**src/rtl/acq_sequencer_pkg.sv**
```systemverilog
// Shared definitions for the acquisition sequencer: state encoding and
// timing constants used by the RTL and by benches that predict capture length.
package acq_sequencer_pkg;

  typedef enum logic [2:0] {
    IDLE,
    PULSE,
    DELAY,
    CAPTURE,
    GAP,
    DONE
  } state_e;

  localparam int DEF_TIMEOUT = 16384;
  localparam int CAPTURE_LEN = 8192;

  // Reload value for the length counter: a zero pulse length still fires one cycle.
  function automatic logic [7:0] pulse_m1(input logic [7:0] len);
    return (len == 8'd0) ? 8'd0 : len - 8'd1;
  endfunction

endpackage

```
**src/rtl/acq_sequencer_if.sv**
```systemverilog
// Control/status and ADC handshake bundle between the register block,
// the sequencer and the ADC capture block.
interface acq_sequencer_if #(
  parameter int CNT_W = 24
);
  logic             arm;
  logic             abort;
  logic [7:0]       cfg_num_acq;
  logic [7:0]       cfg_pulse_len;
  logic [15:0]      cfg_delay;
  logic [CNT_W-1:0] cfg_period;
  logic             adc_finish;
  logic             pulse_out;
  logic             adc_start;
  logic             busy;
  logic [7:0]       acq_idx;
  logic             done;
  logic             err_timeout;

  modport master (
    output arm, abort, cfg_num_acq, cfg_pulse_len, cfg_delay, cfg_period, adc_finish,
    input  pulse_out, adc_start, busy, acq_idx, done, err_timeout
  );

  modport slave (
    input  arm, abort, cfg_num_acq, cfg_pulse_len, cfg_delay, cfg_period, adc_finish,
    output pulse_out, adc_start, busy, acq_idx, done, err_timeout
  );
endinterface

```
**src/rtl/acq_down_counter.sv**
```systemverilog
// Loadable down-counter with zero flag; times the PULSE and DELAY phases.
module acq_down_counter #(
  parameter int W = 16
) (
  input  logic         clk,
  input  logic         reset_n,
  input  logic         load,
  input  logic         en,
  input  logic [W-1:0] val,
  output logic         zero
);
  logic [W-1:0] cnt;

  always_ff @(posedge clk) begin
    if (!reset_n)                 cnt <= '0;
    else if (load)                cnt <= val;
    else if (en && cnt != '0)     cnt <= cnt - W'(1);
  end

  assign zero = (cnt == '0);
endmodule

```
**src/rtl/acq_sequencer.sv**
```systemverilog
// Ultrasound acquisition burst sequencer: pulse, delay, capture, gap, repeated
// at a fixed pulse-repetition period for the programmed number of shots.
module acq_sequencer
  import acq_sequencer_pkg::*;
#(
  parameter int CNT_W   = 24,
  parameter int TIMEOUT = DEF_TIMEOUT
) (
  input logic            clk,
  input logic            reset_n,
  acq_sequencer_if.slave bus
);
  localparam logic [CNT_W-1:0] TMO_LAST = CNT_W'(TIMEOUT - 1);

  state_e           state, state_nx;
  logic [7:0]       num_q, len_q, idx_q;
  logic [15:0]      dly_q, dc_val;
  logic [CNT_W-1:0] per_q, per_cnt, cap_cnt;
  logic [CNT_W:0]   per_nxt;
  logic             gap_ok, per_ok, arm_ok, tmo, dc_load, dc_en, dc_zero, enter_pulse;
  logic             err_q, pulse_q, start_q, busy_q, done_q;

  assign arm_ok  = bus.arm && !bus.abort && (bus.cfg_num_acq != 8'd0);
  assign tmo     = (state == CAPTURE) && !bus.adc_finish && (cap_cnt == TMO_LAST);
  // One extra bit so cfg_period = 0 and a saturated counter compare cleanly.
  assign per_nxt = {1'b0, per_cnt} + {{CNT_W{1'b0}}, 1'b1};
  assign per_ok  = per_nxt >= {1'b0, per_q};
  assign dc_en   = (state == PULSE) || (state == DELAY);
  assign enter_pulse = (state_nx == PULSE) && (state != PULSE);

  always_comb begin
    state_nx = state;
    dc_load  = 1'b0;
    dc_val   = '0;
    case (state)
      IDLE: if (arm_ok) begin
        state_nx = PULSE;
        dc_load  = 1'b1;
        dc_val   = {8'd0, pulse_m1(bus.cfg_pulse_len)};
      end
      PULSE: if (dc_zero) begin
        if (dly_q == 16'd0) state_nx = CAPTURE;
        else begin
          state_nx = DELAY;
          dc_load  = 1'b1;
          dc_val   = dly_q - 16'd1;
        end
      end
      DELAY:   if (dc_zero) state_nx = CAPTURE;
      CAPTURE: if (bus.adc_finish) state_nx = GAP;
               else if (tmo)       state_nx = IDLE;
      GAP: if (gap_ok && per_ok) begin
        if (idx_q == num_q) state_nx = DONE;
        else begin
          state_nx = PULSE;
          dc_load  = 1'b1;
          dc_val   = {8'd0, pulse_m1(len_q)};
        end
      end
      DONE:    state_nx = IDLE;
      default: state_nx = IDLE;
    endcase
    if (bus.abort) begin
      state_nx = IDLE;
      dc_load  = 1'b0;
    end
  end

  acq_down_counter #(.W(16)) u_len_cnt (
    .clk     (clk),
    .reset_n (reset_n),
    .load    (dc_load),
    .en      (dc_en),
    .val     (dc_val),
    .zero    (dc_zero)
  );

  always_ff @(posedge clk) begin
    if (!reset_n) begin
      state   <= IDLE;
      num_q   <= '0;
      len_q   <= '0;
      dly_q   <= '0;
      per_q   <= '0;
      per_cnt <= '0;
      cap_cnt <= '0;
      gap_ok  <= 1'b0;
      idx_q   <= '0;
      err_q   <= 1'b0;
      pulse_q <= 1'b0;
      start_q <= 1'b0;
      busy_q  <= 1'b0;
      done_q  <= 1'b0;
    end else begin
      state <= state_nx;
      if (state == IDLE && arm_ok) begin
        num_q <= bus.cfg_num_acq;
        len_q <= bus.cfg_pulse_len;
        dly_q <= bus.cfg_delay;
        per_q <= bus.cfg_period;
        idx_q <= '0;
        err_q <= 1'b0;
      end
      if (state == CAPTURE && bus.adc_finish && !bus.abort) idx_q <= idx_q + 8'd1;
      if (tmo && !bus.abort) err_q <= 1'b1;
      if (enter_pulse)            per_cnt <= '0;
      else if (per_cnt != '1)     per_cnt <= per_cnt + CNT_W'(1);
      cap_cnt <= (state == CAPTURE) ? cap_cnt + CNT_W'(1) : '0;
      // High only on the second and later GAP cycles: enforces the 2-cycle gap.
      gap_ok  <= (state == GAP);
      pulse_q <= (state_nx == PULSE);
      start_q <= (state_nx == CAPTURE);
      busy_q  <= (state_nx != IDLE);
      done_q  <= (state_nx == DONE);
    end
  end

  assign bus.pulse_out   = pulse_q;
  assign bus.adc_start   = start_q;
  assign bus.busy        = busy_q;
  assign bus.done        = done_q;
  assign bus.acq_idx     = idx_q;
  assign bus.err_timeout = err_q;
endmodule

```
**src/flat_wrapper.sv**
```systemverilog
// flat-port wrapper written by rule: the top's interface ports become plain ports
module acq_sequencer_flat import acq_sequencer_pkg::*;
#(
  parameter int CNT_W   = 24,
  parameter int TIMEOUT = DEF_TIMEOUT
)
  (clk, reset_n, bus_arm, bus_abort, bus_cfg_num_acq, bus_cfg_pulse_len, bus_cfg_delay, bus_cfg_period, bus_adc_finish, bus_pulse_out, bus_adc_start, bus_busy, bus_acq_idx, bus_done, bus_err_timeout);
  acq_sequencer_if #(.CNT_W(CNT_W)) bus_i ();
  input logic clk;
  input logic reset_n;
  input wire logic [$bits(bus_i.arm)-1:0] bus_arm;
  input wire logic [$bits(bus_i.abort)-1:0] bus_abort;
  input wire logic [$bits(bus_i.cfg_num_acq)-1:0] bus_cfg_num_acq;
  input wire logic [$bits(bus_i.cfg_pulse_len)-1:0] bus_cfg_pulse_len;
  input wire logic [$bits(bus_i.cfg_delay)-1:0] bus_cfg_delay;
  input wire logic [$bits(bus_i.cfg_period)-1:0] bus_cfg_period;
  input wire logic [$bits(bus_i.adc_finish)-1:0] bus_adc_finish;
  output wire logic [$bits(bus_i.pulse_out)-1:0] bus_pulse_out;
  output wire logic [$bits(bus_i.adc_start)-1:0] bus_adc_start;
  output wire logic [$bits(bus_i.busy)-1:0] bus_busy;
  output wire logic [$bits(bus_i.acq_idx)-1:0] bus_acq_idx;
  output wire logic [$bits(bus_i.done)-1:0] bus_done;
  output wire logic [$bits(bus_i.err_timeout)-1:0] bus_err_timeout;
  assign bus_i.arm = bus_arm;
  assign bus_i.abort = bus_abort;
  assign bus_i.cfg_num_acq = bus_cfg_num_acq;
  assign bus_i.cfg_pulse_len = bus_cfg_pulse_len;
  assign bus_i.cfg_delay = bus_cfg_delay;
  assign bus_i.cfg_period = bus_cfg_period;
  assign bus_i.adc_finish = bus_adc_finish;
  assign bus_pulse_out = bus_i.pulse_out;
  assign bus_adc_start = bus_i.adc_start;
  assign bus_busy = bus_i.busy;
  assign bus_acq_idx = bus_i.acq_idx;
  assign bus_done = bus_i.done;
  assign bus_err_timeout = bus_i.err_timeout;
  acq_sequencer #(.CNT_W(CNT_W), .TIMEOUT(TIMEOUT)) u_core (.clk(clk), .reset_n(reset_n), .bus(bus_i));
endmodule
```
**config.mk**
```make
export PLATFORM = sky130hd
export DESIGN_NAME = acq_sequencer_flat
export DESIGN_NICKNAME = d
export VERILOG_FILES = /design/src/rtl/acq_sequencer_pkg.sv /design/src/rtl/acq_sequencer_if.sv /design/src/rtl/acq_down_counter.sv /design/src/rtl/acq_sequencer.sv /design/src/flat_wrapper.sv
export SDC_FILE = /design/constraint.sdc
export NUM_CORES = 1
export LEC_CHECK = 0
export BUFFER_PORTS_ARGS = -buffer_cell sky130_fd_sc_hd__buf_2
export CAP_MARGIN = 10
export CORE_ASPECT_RATIO = 0.9
export CORE_MARGIN = 1.5
export CORE_UTILIZATION = 64
export CTS_BUF_LIST = sky130_fd_sc_hd__clkbuf_16
export CTS_CLUSTER_SIZE = 16
export DETAILED_ROUTE_END_ITERATION = 8
export PLACE_DENSITY = 0.86
export SLEW_MARGIN = 40
export SYNTH_ARGS = -nofsm -noshare
export SYNTH_HDL_FRONTEND = slang
export SYNTH_SLANG_ARGS = --single-unit
```
**constraint.sdc**
```tcl
create_clock -name clk -period 9.83 [get_ports clk]
set_input_delay 1.966 -clock clk [delete_from_list [all_inputs] [get_ports clk]]
set_output_delay 1.966 -clock clk [all_outputs]
set_load 0.03 [all_outputs]
```
After elaboration in Yosys (flattened, before gate mapping) --
Index checks and enable logic that the tools add are counted. W data, S select, Z words.
Cells by class: multiplexer cells 31, bitwise logic cells 1, add/subtract/negate cells 8, reduce and logical (&&, ||, !) cells 27, equality and inequality tests 11, $lt $le $gt $ge 1
Operators with widths (number):
- $mux W16 | 5
- $add A24 B1 Y24 const B | 2
- $mux W8 | 6
- $pmux W16 S3 | 1
- $logic_not A16 Y1 | 2
- $sub A16 B1 Y16 const B | 2
- $add A24 B1 Y25 const B | 1
- $ge A25 B24 Y1 | 1
- $eq A24 B14 Y1 const B | 1
- $mux W3 | 8
- $ne A24 B24 Y1 const B | 1
- $logic_not A8 Y1 | 2
- $reduce_bool A16 Y1 | 1
- $sub A8 B1 Y8 const B | 2
- $pmux W3 S5 | 1
- $logic_and A1 B1 Y1 | 11
- $eq A3 B2 Y1 const B | 3
- $mux W1 | 9
- $add A8 B1 Y8 const B | 1
- $eq A8 B8 Y1 | 1
- $reduce_bool A8 Y1 | 1
- $eq A3 B1 Y1 const B | 2
- $eq A3 B3 Y1 const B | 2
- $reduce_bool A2 Y1 | 3
- other kinds (9) | 10
Word-level totals: input bits 61, output and inout bits 13, logic and storage cells 94, bits in registers 137

Longest topological paths before layout --
Gate-level depths: netlist of the first run.
depth in word-level cells 10, depth in mapped cells 15, gate-level depth less buffers 14

Modules after synthesis --
Synthesis of the first run repeated with hierarchy kept, for this count alone.
Second synthesis, totals: cells, all modules 904, area total of the unflattened synthesis 7269.5 µm²
Modules (own cells, without submodules):
- acq_sequencer | cells an instance 790, instances 1, area each 6347.3 µm²
- acq_down_counter | cells an instance 114, instances 1, area each 922.1 µm²

Worst setup path before layout of the first run --
OpenSTA, ideal clock, no wires.
path type in2reg, from input port bus_cfg_pulse_len[2], to register u_core.u_len_cnt.cnt[5], slack 6.026 ns, data arrival time 3.676 ns, data required time 9.703 ns, library setup time 0.127 ns, stages on the path 5, buffers on the path 0, cells stage by stage or4_1 o41ai_1 o22ai_1 a31oi_1 a21boi_0
On the way: cells in the longest elaborated chain, start to end 5, elaborated cells between the ends (all ways) 6, those cells by class add/sub: 1; mux: 4; reduce/logical: 1
Ends and longest elaborated chain:
- from (decl) | RTL line flat_wrapper.sv:14 | input wire logic [$bits(bus_i.cfg_pulse_len)-1:0] bus_cfg_pulse_len;
- $sub A8 B1 Y8 or $logic_not A8 Y1 (tied branches) | RTL line acq_sequencer_pkg.sv:19 | return (len == 8'd0) ? 8'd0 : len - 8'd1;
- $mux W8 * | RTL line acq_sequencer_pkg.sv:19
- $mux W8 * | RTL line acq_sequencer.sv:36 | IDLE: if (arm_ok) begin
- $pmux W16 S3 * | RTL line acq_sequencer.sv:35 | case (state)
- $mux W16 * | RTL line acq_down_counter.sv:16 | else if (load) cnt <= val;
- to (signal assigned) | RTL line acq_down_counter.sv:16
- to (signal assigned) | RTL line acq_down_counter.sv:17 | else if (en && cnt != '0) cnt <= cnt - W'(1);
- to (decl) | RTL line acq_down_counter.sv:12 | logic [W-1:0] cnt;
Mark *: on every way between the ends. The rest lies on a longest branch, timed or not. A chain may end at the register's enable or synchronous reset.

Worst setup path in the final report of the first run --
from register u_core.per_cnt[0], to register u_core.per_cnt[17]
On the way: cells in the longest elaborated chain, start to end 9, elaborated cells between the ends (all ways) 11, those cells by class add/sub: 2; order compare: 1; eq/ne: 2; mux: 3; reduce/logical: 3
Ends and longest elaborated chain:
- from (decl) | RTL line acq_sequencer.sv:18 | logic [CNT_W-1:0] per_q, per_cnt, cap_cnt;
- from (signal assigned) | RTL line acq_sequencer.sv:107 | else if (per_cnt != '1) per_cnt <= per_cnt + CNT_W'(1);
- $add A24 B1 Y25 | RTL line acq_sequencer.sv:26 | assign per_nxt = {1'b0, per_cnt} + {{CNT_W{1'b0}}, 1'b1};
- via u_core.per_nxt[21] | RTL line acq_sequencer.sv:19 | logic [CNT_W:0] per_nxt;
- $ge A25 B24 Y1 | RTL line acq_sequencer.sv:27 | assign per_ok = per_nxt >= {1'b0, per_q};
- $logic_and A1 B1 Y1 | RTL line acq_sequencer.sv:52 | GAP: if (gap_ok && per_ok) begin
- $mux W3 | RTL line acq_sequencer.sv:52
- $pmux W3 S5 | RTL line acq_sequencer.sv:35
- $mux W3 | RTL line acq_sequencer.sv:63 | if (bus.abort) begin
- $eq A3 B1 Y1 | RTL line acq_sequencer.sv:29 | assign enter_pulse = (state_nx == PULSE) && (state != PULSE);
- $logic_and A1 B1 Y1 | RTL line acq_sequencer.sv:29
- $reduce_or A2 Y1 (no line)
The timed path passes the listed nets, and every way through them passes these cells.

==> flow_summary_export.csv, run 1 <==
group,metric,value,unit
routing,wl,17300,um
placement,portBuffers,73,
layout,num_antenna_cells,0,
routing,vias_per_cell,5.79,
global_route,grtUsageTotal,0.297,
cts,cts_tree,"done",
setup_path,slowest_stage,"a21oi_4",
floorplanning,die_x,116,um
timing,worstMarginPinSlew,0.841,ns
logic_synthesis,synth_seq_area_share,0.375,
logic_synthesis,mappedNetlistArea,0.00731,mm^2
timing,finalCritPeriodShare,0.448,
cts,postCtsSetupBuffers,0,
routing,dr.pass1.iters,5,
layout,nNetsFinal,1076,
timing,fin_crit,4.40,ns
cts,h-tree-depth,4,
cts,cts_sinks,137,
global_route,grt_max_degree,60,
timing,setup_viol,0,
routing,drc,0,
global_route,grt_overflow,0,
floorplanning,core_area,0.0110,mm^2
pwr,pwr_density_cell,177,mW/mm^2
cts,clk_pin_slew_worst_paths,0.06,ns
logic_synthesis,ys_ff_latch,137,
global_route,grt_pass1_wl,29000,um
logic_synthesis,synth_top_area_frac,0.375,
logic_synthesis,ys_top_cells_by_area,"dfxtp_1 (38%), nand2_1 (7.3%), a21oi_1 (6.2%), xor2_1 (5.9%), ha_1 (5.6%)",
floorplanning,fp.dieH,104,um
layout,drive_above_1_share,0.127,
setup_path,arrival,4.68,ns
placement,hpwl,11300,um
timing,hold_viol,0,
setup_path,worstPathCellList,"nand4_1 -> or3_1 -> nor2_1 -> nand4_1 -> xnor2_1 -> ha_1 -> nand3_1 -> nor4_1 -> nand2_1 -> a21oi_1 -> o311ai_0 -> a21oi_4 -> nor2_1",
routing,ant_nets,0,
routing,vias,6641,
job,drv_cap,0,
timing,relSlewSlack,0.432,
cts,hold_buffers,0,
timing,rsz0062_at_grt,"no",
floorplanning,start_util,0.665,
cts,numCtsBuffers,17,
floorplanning,num_rows,36,
logic_synthesis,yosys_warnings,0,
cts,ctsLongestPathBuffers,2,
hold_path,holdCritPathClass,"reg2reg",
cts,cts_root_buffer,"clkbuf_16",
pwr,peakVddDrop,0.000180,V
outcome,status,"finished, final reports clean",
cts,ctsResizeCount,0,
logic_synthesis,synth-edff-count,0,
routing,avgRoutedWirePerCell,15.1,um
timing,hold_slack,0.456,ns
setup_path,end_kind,"flop",
setup_path,cp-start-kind,"flop",
logic_synthesis,syn_area_per_cell,7.88,um^2
logic_synthesis,synthArstFlopShare,0,
setup_path,criticalPathCategory,"reg2reg",
pwr,leakagePower,3.42,nW
logic_synthesis,synthCells,928,
timing,fin_tns_setup,0,ns
logic_synthesis,synth_area_leader_cell,"dfxtp_1",
logic_synthesis,syn_nets,1022,
timing,slew_violations,0,
setup_path,required,10.11,ns
setup_path,crit_path_max_fanout,24,
global_route,grt_antenna_before_repair,0,
timing,finClkSkew,0.00537,ns
timing,fmax,227,MHz
global_route,grt_pass1_vias,6144,
floorplanning,die_area,0.0121,mm^2
cts,clock_latency,0.42,ns
setup_path,max_stage_delay,0.64,ns
logic_synthesis,synth_top_flop_cell,"dfxtp_1",
placement,place_congestion,0.894,
logic_synthesis,yosysUniqueCellTypes,65,
floorplanning,ios,74,
layout,area_delta_synth_final,15.2,%
routing,drtIter0Drc,561,
==> registers in the layout, summed over array words and instances (netlist names) <==
signal and cells:
u_core.per_cnt 24, u_core.bus.adc_start 1, u_core.bus.acq_idx 8, u_core.cap_cnt 24
u_core.u_len_cnt.cnt 16, u_core.bus.pulse_out 1, u_core.bus.busy 1, u_core.num_q 8
u_core.state 3, u_core.bus.done 1, u_core.bus.err_timeout 1, u_core.dly_q 16
u_core.len_q 8, u_core.per_q 24, u_core.gap_ok 1
==> critical path, delay by kind of cell (launching register included) <==
kind | cells | cell delay (ns)
xor gates and xnor gates | 1 | 0.19
AOI/OAI and AO/OA | 3 | 1.34
and+or+nand+nor | 8 | 1.94
DFF | 1 | 0.45
adders and majority gates | 1 | 0.33
==> final timing paths <==
| check | from | end | cells past startpoint | slack (ns) |
|---|---|---|---|---|
| worst max-delay path | u_core.per_cnt[0] | u_core.per_cnt[17] | 13 | 5.43 |
| worst min-delay path | u_core.per_q[5] | u_core.per_q[5] | 2 | 0.46 |
| worst max register to register | u_core.per_cnt[0] | u_core.per_cnt[17] | 13 | 5.43 |
| worst min register to register | u_core.per_q[5] | u_core.per_q[5] | 2 | 0.46 |
==> stage by stage <==
stage               instances  worst slack [ns]  total power, mW  utilization  area [um^2]
finish                   1146              5.43             1.49        0.766         8420
global route             1146              5.17             1.55        0.766         8420
CTS                      1146              5.50             1.50        0.765         8410
detailed placement       1115              5.61            0.762        0.704         7730
global placement         1115              5.31            0.758        0.703         7720
floorplan                 928              6.03            0.718            -         7310
==> cells in the final DEF, fill, tap and decap left out, types with 3 or more instances in the layout <==
| cell type | instances |
|---|---|
| nand2_1 | 142 |
| dfxtp_1 | 137 |
| nor2_1 | 102 |
| a21oi_1 | 91 |
| buf_2 | 73 |
| xor2_1 | 49 |
| inv_1 | 42 |
| xnor2_1 | 41 |
| o21ai_0 | 38 |
| ha_1 | 33 |
| nand3_1 | 24 |
| nor3_1 | 17 |
| clkbuf_16 | 17 |
| nand4_1 | 14 |
| nor4_1 | 14 |
| or3_1 | 13 |
| and3_1 | 12 |
| a31oi_1 | 12 |
| nand2b_1 | 9 |
| o22ai_1 | 9 |
| o31ai_1 | 7 |
| bufinv_16 | 7 |
| nand3b_1 | 5 |
| a211oi_1 | 5 |
| a22oi_1 | 5 |
| and4_1 | 4 |
| or4_4 | 4 |
| or4_1 | 4 |
| o31a_1 | 4 |
| nor4b_1 | 4 |
| a21o_1 | 3 |
| clkinv_2 | 3 |
| buf_4 | 3 |
==> cells in the mapped netlist, types with 8 or more instances <==
library cell and n:
o21ai_0 38, nor3_1 17, nand4_1 14, and3_1 12, nor4_1 15, o22ai_1 9, clkbuf_1 33, xor2_1 49
a21oi_1 91, ha_1 33, or3_1 13, nand2_1 143, xnor2_1 41, inv_1 42, nand2b_1 9, dfxtp_1 137
o31ai_1 8, nor2_1 102, a31oi_1 12, nand3_1 24
==> cell type report <==
cell class,count,area [um^2]
multi-input cells,707,4260
flip-flops and latches,137,2740
fillers,826,2570
clock buffers,17,425
repair buffers,76,388
clock inverters,14,253
well taps,152,190
inverters,43,161
==> where the power goes <==
part | switching [mW] | internal [mW]
combinational | 0.0972 | 0.0680
sequential | 0.0170 | 0.574
clock | 0.242 | 0.497
total | 0.356 | 1.14
==> kinds of logic (layout without fill, tap and decap cells) <==
family / after synthesis / count (layout) / synth area share
fa+ha+maj: 33 / 33 / 0.0565
buf+inv: 84 / 150 / 0.0465
flops: 137 / 137 / 0.375
simple gates: 386 / 386 / 0.251
mux: 1 / 1 / 0.00137
compound gates: 197 / 197 / 0.162
xor+xnor: 90 / 90 / 0.108
==> metal layers <==
metal / routed length, um / global-route usage / part of all wire
met1: 8000 / 0.408 / 0.46
met2: 7920 / 0.469 / 0.46
met3: 1030 / 0.0635 / 0.060
met4: 295 / 0.0880 / 0.017
met5: 0 / 0 / 0
(Power assumes the default switching activity.)
==> inputs of run 2 (changes only) <==
ABC_AREA = 1   (was default)
CORE_UTILIZATION = 60   (was 64)
PLACE_DENSITY = 0.81   (was 0.86)
clock period = 4.4 ns   (was 9.83 ns; I/O delays follow)
==> flow_summary_export.csv, run 2 <==
group,metric,value,unit
outcome,status,"finished, final reports clean",
timing,slew_violations,0,
timing,hold_slack,0.443,ns
routing,drtIter0Drc,372,
cts,ctsLongestPathBuffers,2,
global_route,grt_antenna_before_repair,0,
timing,fin_crit,3.90,ns
logic_synthesis,ys_ff_latch,137,
cts,clk_pin_slew_worst_paths,0.06,ns
setup_path,crit_top_cell,"nor2_1",
timing,setup_viol,0,
logic_synthesis,synth-edff-count,0,
cts,numCtsBuffers,17,
timing,relSlewSlack,0.544,
setup_path,required,4.72,ns
global_route,grt_pass1_wl,30600,um
timing,finClkSkew,0.0104,ns
setup_path,slowest_stage,"dfxtp_1",
cts,h-tree-depth,4,
logic_synthesis,syn_area_per_cell,6.97,um^2
logic_synthesis,synth_top_area_frac,0.350,
layout,nNetsFinal,1280,
timing,fin_tns_setup,0,ns
pwr,pwr_density_cell,366,mW/mm^2
pwr,peakVddDrop,0.000347,V
setup_path,r2r-end,"u_core.u_len_cnt.cnt[10]",
timing,hold_viol,0,
floorplanning,die_area,0.0137,mm^2
setup_path,criticalPathCategory,"reg2reg",
floorplanning,core_area,0.0127,mm^2
timing,worstMarginPinSlew,0.684,ns
logic_synthesis,synth_top_flop_cell,"dfxtp_1",
routing,vias,7310,
logic_synthesis,synth_area_leader_cell,"dfxtp_1",
placement,place_congestion,0.984,
layout,top_regs,"u_core.cap_cnt x24, u_core.per_cnt x24, u_core.per_q x24",
job,drv_cap,0,
floorplanning,ios,74,
cts,cts_root_buffer,"clkbuf_16",
routing,drc,0,
global_route,grtUsageTotal,0.277,
placement,portBuffers,73,
logic_synthesis,yosysUniqueCellTypes,49,
setup_path,r2r_slack,0.50,ns
hold_path,min_from,"u_core.cap_cnt[0]",
logic_synthesis,synthArstFlopShare,0,
layout,final_cell_mix,"nor2_1 (191), nand2_1 (161), inv_1 (151)",
setup_path,max_stage_delay,0.40,ns
logic_synthesis,ys_top_cells_by_area,"dfxtp_1 (35%), nor2_1 (9.2%), nand2_1 (7.7%), inv_1 (7.2%), o21ai_0 (5.5%)",
timing,timing.final.ws_setup,0.497,ns
setup_path,end_kind,"flop",
routing,wl,18100,um
hold_path,min_path_cells,1,
global_route,grt_pass1_vias,6839,
timing,fmax,256,MHz
timing,rsz0062_at_grt,"no",
logic_synthesis,yosysMostFrequentCell,"nor2_1",
logic_synthesis,yosys_warnings,0,
layout,fillers,1058,
routing,ant_nets,0,
floorplanning,start_util,0.615,
layout,area_delta_synth_final,13.1,%
setup_path,arrival,4.22,ns
setup_path,crit-reg2reg-launch,"u_core.per_cnt[0]",
routing,vias_per_cell,5.37,
layout,drive_above_1_share,0.135,
floorplanning,num_rows,39,
logic_synthesis,mappedNetlistArea,0.00783,mm^2
cts,postCtsSetupBuffers,0,
placement,pre_cts_slack,0.525,ns
floorplanning,die_x,123,um
cts,hold_buffers,0,
pwr,total_power,3.24,mW
routing,dr.pass1.iters,5,
routing,avgRoutedWirePerCell,13.3,um
setup_path,cp-start-kind,"flop",
hold_path,hold_end,"u_core.cap_cnt[0]",
cts,clock_latency,0.43,ns
global_route,grt_max_degree,77,
placement,hpwl,13300,um
cts,ctsResizeCount,0,
timing,finalCritPeriodShare,0.887,
layout,final_common_cell,"nor2_1",
hold_path,holdCritPathClass,"reg2reg",
logic_synthesis,synthCells,1124,
cts,cts_tree,"done",
logic_synthesis,syn_nets,1218,
logic_synthesis,synth_seq_area_share,0.350,
setup_path,r2r_cells,25,
pwr,leakagePower,3.97,nW
floorplanning,fp.dieH,111,um
layout,num_antenna_cells,0,
cts,cts_sinks,137,
logic_synthesis,synth_common_cells,"nor2_1 (191), nand2_1 (161), inv_1 (150)",
global_route,grt_overflow,0,
setup_path,crit_path_max_fanout,18,
-- run 2: cell types whose count changed after synthesis, moves of 10 or more --
cell / change
a21oi_1: -11
a31oi_1: -11
and3_1: -10
inv_1: +108
nand2_1: +18
nand3_1: +25
nor2_1: +89
nor2_2: +14
o21ai_0: +48
o21ai_1: +11
or3_1: -13
xnor2_1: -27
-- run 2: area by class of cell --
cell class                 count  area (um^2)  share of cell area
tap                          164          205              0.0232
timing repair buffer          77          395              0.0446
clock buffer                  17          425              0.0480
sequential                   137         2740               0.310
clock inverter                14          159              0.0179
inverter                     156          591              0.0667
multi-input combinational    797         4340               0.490
-- run 2: cells by family after synthesis --
group                      after synthesis  synth area share
and+or+nand+nor                        514             0.306
AOI/OAI and AO/OA                      192             0.129
adders and majority gates               33            0.0527
xor gates and xnor gates                58            0.0649
buffers and inverters                  190            0.0973
DFF                                    137             0.350
-- run 2: how the worst max path moves through the flow --
stage                 startpoint                       end  slack (ns)  depth (start not counted)
3_3_place_gp   u_core.per_cnt[0]   u_core.u_len_cnt.cnt[7]        0.74                         25
4_1_cts        u_core.per_cnt[0]   u_core.u_len_cnt.cnt[3]        0.50                         25
3_5_place_dp   u_core.per_cnt[0]   u_core.u_len_cnt.cnt[3]        0.53                         25
5_1_grt        u_core.per_cnt[0]  u_core.u_len_cnt.cnt[10]        0.06                         25
2_1_floorplan  u_core.per_cnt[0]   u_core.u_len_cnt.cnt[6]        1.13                         22
6_report       u_core.per_cnt[0]  u_core.u_len_cnt.cnt[10]        0.50                         25
-- run 2: report_power, final --
part | switching (mW) | internal, mW | leakage [nW]
clock | 0.540 | 0.880 | 0.289
combinational | 0.309 | 0.175 | 2.56
sequential | 0.0406 | 1.29 | 1.12
total | 0.890 | 2.35 | 3.97
-- run 2: through the flow --
stage / instances / utilization / cell area (um^2)
4_1_cts: 1362 / 0.695 / 8860
5_1_grt: 1362 / 0.695 / 8860
3_3_place_gp: 1331 / 0.650 / 8270
3_5_place_dp: 1331 / 0.650 / 8270
6_report: 1362 / 0.695 / 8860
2_1_floorplan: 1124 / - / 7830
-- run 2: per-layer routing --
layer  wire length [um]  vias to the layer above  share of wire  track usage
met3                964                       34          0.053       0.0533
met4                433                        0          0.024        0.110
met2               8580                      205           0.47        0.465
li1                   -                     3756              -            -
met1               8150                     3315           0.45        0.350
met5                  0                        -              0            0
-- run 2: critical path: cells and delay by family (launching register included) --
family,cells,cell delay (ns)
simple gates,20,2.65
flops,1,0.40
buf+inv,3,0.29
fa+ha+maj,1,0.27
xor+xnor,1,0.18
